File: src/rtl/serial_word_loader.sv
// serial_word_loader: deframes start/data(LSB-first)/parity/stop serial words into a parallel register load.
module serial_word_loader #(
  parameter int WIDTH     = 7,
  parameter bit PARITY_EN = 1'b1,
  parameter bit ODD_PAR   = 1'b0
) (
  input  logic             clk,
  input  logic             rst,
  input  logic             sin,
  input  logic             sin_valid,
  output logic [WIDTH-1:0] dout,
  output logic             load,
  output logic             busy,
  output logic             err
);
  localparam int CW = $clog2(WIDTH + 1);
  localparam logic [1:0] IDLE = 2'd0;
  localparam logic [1:0] DATA = 2'd1;
  localparam logic [1:0] PAR  = 2'd2;
  localparam logic [1:0] STOP = 2'd3;
  logic [1:0]       state_q, state_d;
  logic [CW-1:0]    cnt_q, cnt_d;
  logic [WIDTH-1:0] sh_q, sh_d, dout_q, dout_d;
  logic             perr_q, perr_d, load_q, load_d, err_q, err_d;
  always_comb begin
    state_d = state_q;
    cnt_d   = cnt_q;
    sh_d    = sh_q;
    dout_d  = dout_q;
    perr_d  = perr_q;
    load_d  = 1'b0;
    err_d   = 1'b0;
    if (sin_valid) begin
      case (state_q)
        IDLE: if (!sin) begin
          state_d = DATA;
          cnt_d   = '0;
          perr_d  = 1'b0;
        end
        // shifting right leaves the first-received bit in sh[0] after WIDTH bits
        DATA: begin
          sh_d  = {sin, sh_q[WIDTH-1:1]};
          cnt_d = cnt_q + 1'b1;
          if (cnt_q == CW'(WIDTH - 1)) state_d = PARITY_EN ? PAR : STOP;
        end
        PAR: begin
          perr_d  = (^sh_q ^ sin) != ODD_PAR;
          state_d = STOP;
        end
        default: begin
          state_d = IDLE;
          if (sin && !perr_q) begin
            dout_d = sh_q;
            load_d = 1'b1;
          end else begin
            err_d = 1'b1;
          end
        end
      endcase
    end
  end
  always_ff @(posedge clk or negedge rst) begin
    if (!rst) begin
      state_q <= IDLE;
      cnt_q   <= '0;
      sh_q    <= '0;
      dout_q  <= '0;
      perr_q  <= 1'b0;
      load_q  <= 1'b0;
      err_q   <= 1'b0;
    end else begin
      state_q <= state_d;
      cnt_q   <= cnt_d;
      sh_q    <= sh_d;
      dout_q  <= dout_d;
      perr_q  <= perr_d;
      load_q  <= load_d;
      err_q   <= err_d;
    end
  end
  assign dout = dout_q;
  assign load = load_q;
  assign err  = err_q;
  assign busy = state_q != IDLE;
endmodule

File: config.mk
export PLATFORM = sky130hd
export DESIGN_NAME = serial_word_loader
export DESIGN_NICKNAME = d
export VERILOG_FILES = /design/src/rtl/serial_word_loader.sv
export SDC_FILE = /design/constraint.sdc
export NUM_CORES = 1
export LEC_CHECK = 0
export BUFFER_PORTS_ARGS = -buffer_cell sky130_fd_sc_hd__buf_2
export CORE_MARGIN = 5
export CORE_UTILIZATION = 27
export DETAILED_ROUTE_END_ITERATION = 12
export PLACE_DENSITY = 0.51
export SLEW_MARGIN = 40
export SYNTH_ARGS = -nofsm -noshare
export SYNTH_HDL_FRONTEND = slang
export SYNTH_SLANG_ARGS = --single-unit
File: constraint.sdc
create_clock -name clk -period 1.8 [get_ports clk]
set_input_delay 0.36 -clock clk [delete_from_list [all_inputs] [get_ports clk]]
set_output_delay 0.36 -clock clk [all_outputs]
set_load 0.01 [all_outputs]
==> impl_metrics.json <==
{
  "avgViaCountPerCell": 4.275,
  "htreeDepth": 1,
  "crit_arrival_ps": 1780,
  "holdCritPathClass": "in -> async",
  "firstDrtPassIters": 4,
  "numCtsBuffers": 3,
  "path_class": "reg -> reg",
  "status": "completed",
  "die_h_um": 70.85,
  "clkLatencyLatePin_ps": 260,
  "grt-ovfl-total": 0,
  "grt_pass1_wl_um": 2939,
  "ys_seq_area_frac": 0.5507,
  "slew_violations": 0,
  "yosysUniqueCellTypes": 17,
  "clk_path_buf_depth": 2,
  "fin_crit_ps": 1593,
  "ir_drop_v": 0.0007411,
  "drive_gt1_frac": 0.3298,
  "cp.buffers_inverters": 1,
  "die_w_um": 70.85,
  "ioPinCount": 14,
  "syn-cell-area_um2": 999.7,
  "nNetsFinal": 106,
  "dr.first_iter.drc_count": 41,
  "start_util": 0.2751,
  "io_buffers": 13,
  "slew_headroom": 0.6712,
  "clock_power_share": 0.148,
  "worstPathMaxFanout": 6,
  "post_drt_wl_per_cell_um": 12.23,
  "synth.avg_cell_area_um2": 12.82,
  "syn_nets": 88,
  "globalRouteTotalUtil": 0.07597,
  "fin_crit_sh": 0.8852,
  "tightest_slew_ps": 493.3,
  "synth.ff_latch_count": 22,
  "vias": 607,
  "slowest_delay_ps": 390,
  "rsz0062_at_grt": "no",
  "final_util": 0.3209,
  "leakage_nw": 0.5681,
  "antenna_found_initial": 0,
  "gp_congestion": 0.6871,
  "pwr-share-seq": 0.435,
  "swShare": 0.3471,
  "path_clk_slew_ps": 80,
  "hold_buffers": 0,
  "setup_viol": 0,
  "root_buffer": "clkbuf_8",
  "row_count": 22,
  "syn_inst": 78,
  "drc_errors": 0,
  "post-dp-hpwl_um": 1254,
  "drv_cap": 0,
  "grt_pass1_vias": 609,
  "ant_nets": 0,
  "cellInternalPower_w": 0.001304,
  "critPathCaptureType": "flip-flop",
  "dieArea_um2": 5020,
  "cts.sinks": 22,
  "powerDensity_nw_per_um2": 1713,
  "syn_to_final_growth_pct": 16.65,
  "grt_max_degree": 23,
  "start_kind": "flip-flop",
  "fin_tns_setup_ps": 0,
  "cp.required_ps": 1980,
  "crit_family": "compound AO/OA/AOI/OAI gates",
  "skew_ps": 5.083,
  "use_met3": 0.03267,
  "hold_viol": 0,
  "cp_cell_sequence": "inv_1 > ha_1 > a21boi_2 > a21boi_1 > mux2i_1",
  "antennaDiodeCount": 0,
  "p_switching_w": 0.0006934,
  "totalWireLength_um": 1737,
  "grt.busiest_layer": "met2",
  "coreArea_um2": 3633,
  "fmax_mhz": 627.6,
  "met1_usage": 0.09823,
  "yosysWarnings": 0,
  "critPathSlowestCell": "dfrtp_1",
  "grtUsageMet2": 0.1143,
  "cts_tree": "yes",
  "comb_power_share": 0.417
}
layout make-up:
class,count,area (um2)
multi-input combinational,50,426.7
inverter,6,22.52
timing repair buffer,13,65.06
sequential,22,550.5
clock buffer,3,41.29
fill,387,2467
tap,48,60.06
cells in the mapped netlist (all sizes together):
cell type | n | area share
mux2 | 14 | 0.16
mux2i | 1 | 0.010
dfrtp | 22 | 0.55
nand3 | 2 | 0.010
o21bai | 1 | 0.0075
a21boi | 2 | 0.019
inv | 6 | 0.023
xnor2 | 6 | 0.053
nand2 | 7 | 0.026
nor2 | 1 | 0.0038
o21ai | 6 | 0.030
a22o | 1 | 0.0088
a32o | 1 | 0.010
ha | 6 | 0.075
and2b | 1 | 0.0075
xor2 | 1 | 0.0088
registers in the layout, indices dropped and copies added (netlist names):
| signal | count |
|---|---|
| load | 1 |
| cnt_q | 3 |
| err | 1 |
| sh_q | 7 |
| perr_q | 1 |
| dout | 7 |
| state_q | 2 |
path summary, 6_finish.rpt:
path	startpoint	end	cells past startpoint	slack (ps)
min	rst	cnt_q[2]$_DFFE_PN0P_	1	50
min reg2reg	perr_q$_DFFE_PN0P_	perr_q$_DFFE_PN0P_	1	490
max	state_q[0]$_DFFE_PN0P_	state_q[0]$_DFFE_PN0P_	5	210
min in group clk	sin_valid	err$_DFF_PN0_	3	360
max in group asynchronous	rst	sh_q[1]$_DFFE_PN0P_	1	1410
max reg2reg	state_q[0]$_DFFE_PN0P_	state_q[0]$_DFFE_PN0P_	5	210
metal layers:
metal  up-vias  wire length (um)
li1        296                 -
met1       293               845
met2        14               762
met3         4               103
met4         0                25
met5         -                 0
worst reg2reg max path, cell delays in order (launching register included):
cell and delay (ps):
dfrtp_1 390, inv_1 90, ha_1 270, a21boi_2 240
a21boi_1 310, mux2i_1 230
what timing repair did:
action,4_1_cts,5_1_grt
gates resized for setup,0,1
buffers inserted,0,0
endpoints found under the setup margin,0,1
layout by cell type, fill, tap and decap left out, drive strengths merged:
cell type	Yosys	final
a32o	1	1
xnor2	6	6
a21boi	2	2
a22o	1	1
o21bai	1	1
buf	0	13
inv	6	6
clkbuf	0	3
o21ai	6	6
nor2	1	1
mux2	14	14
ha	6	6
nand2	7	7
xor2	1	1
mux2i	1	1
dfrtp	22	22
nand3	2	2
and2b	1	1
cell families (layout without fill, tap and decap cells):
kind of cell / count (synthesis) / in the layout / share of synthesized area
adders and majority gates: 6 / 6 / 0.07509
muxes: 15 / 15 / 0.1677
buffers and inverters: 6 / 22 / 0.02253
and+or+nand+nor: 11 / 11 / 0.04756
AOI/OAI and AO/OA: 11 / 11 / 0.07510
DFF: 22 / 22 / 0.5507
xor gates and xnor gates: 7 / 7 / 0.06133
power by group through the flow:
stage               combinational [W]  sequential (W)  clock, W
finish                       0.000833        0.000869  0.000296
global route                 0.000941        0.000905  0.000337
CTS                          0.000849        0.000873  0.000314
detailed placement           0.000846        0.000882         0
global placement             0.000836        0.000868         0
floorplan                    0.000612        0.000878         0
through the flow:
stage	std cells	setup slack (ps)	hold WS (ps)	power, W	area, um2
finish	142	206.7	53.12	0.001998	1166
global route	142	78.28	90.38	0.002183	1166
CTS	142	84.24	67.89	0.002037	1166
detailed placement	139	110.2	358.3	0.001728	1125
global placement	139	255.5	353.8	0.001705	1125
floorplan	78	337.7	64.41	0.001489	999.7
(Power assumes the default switching activity.)
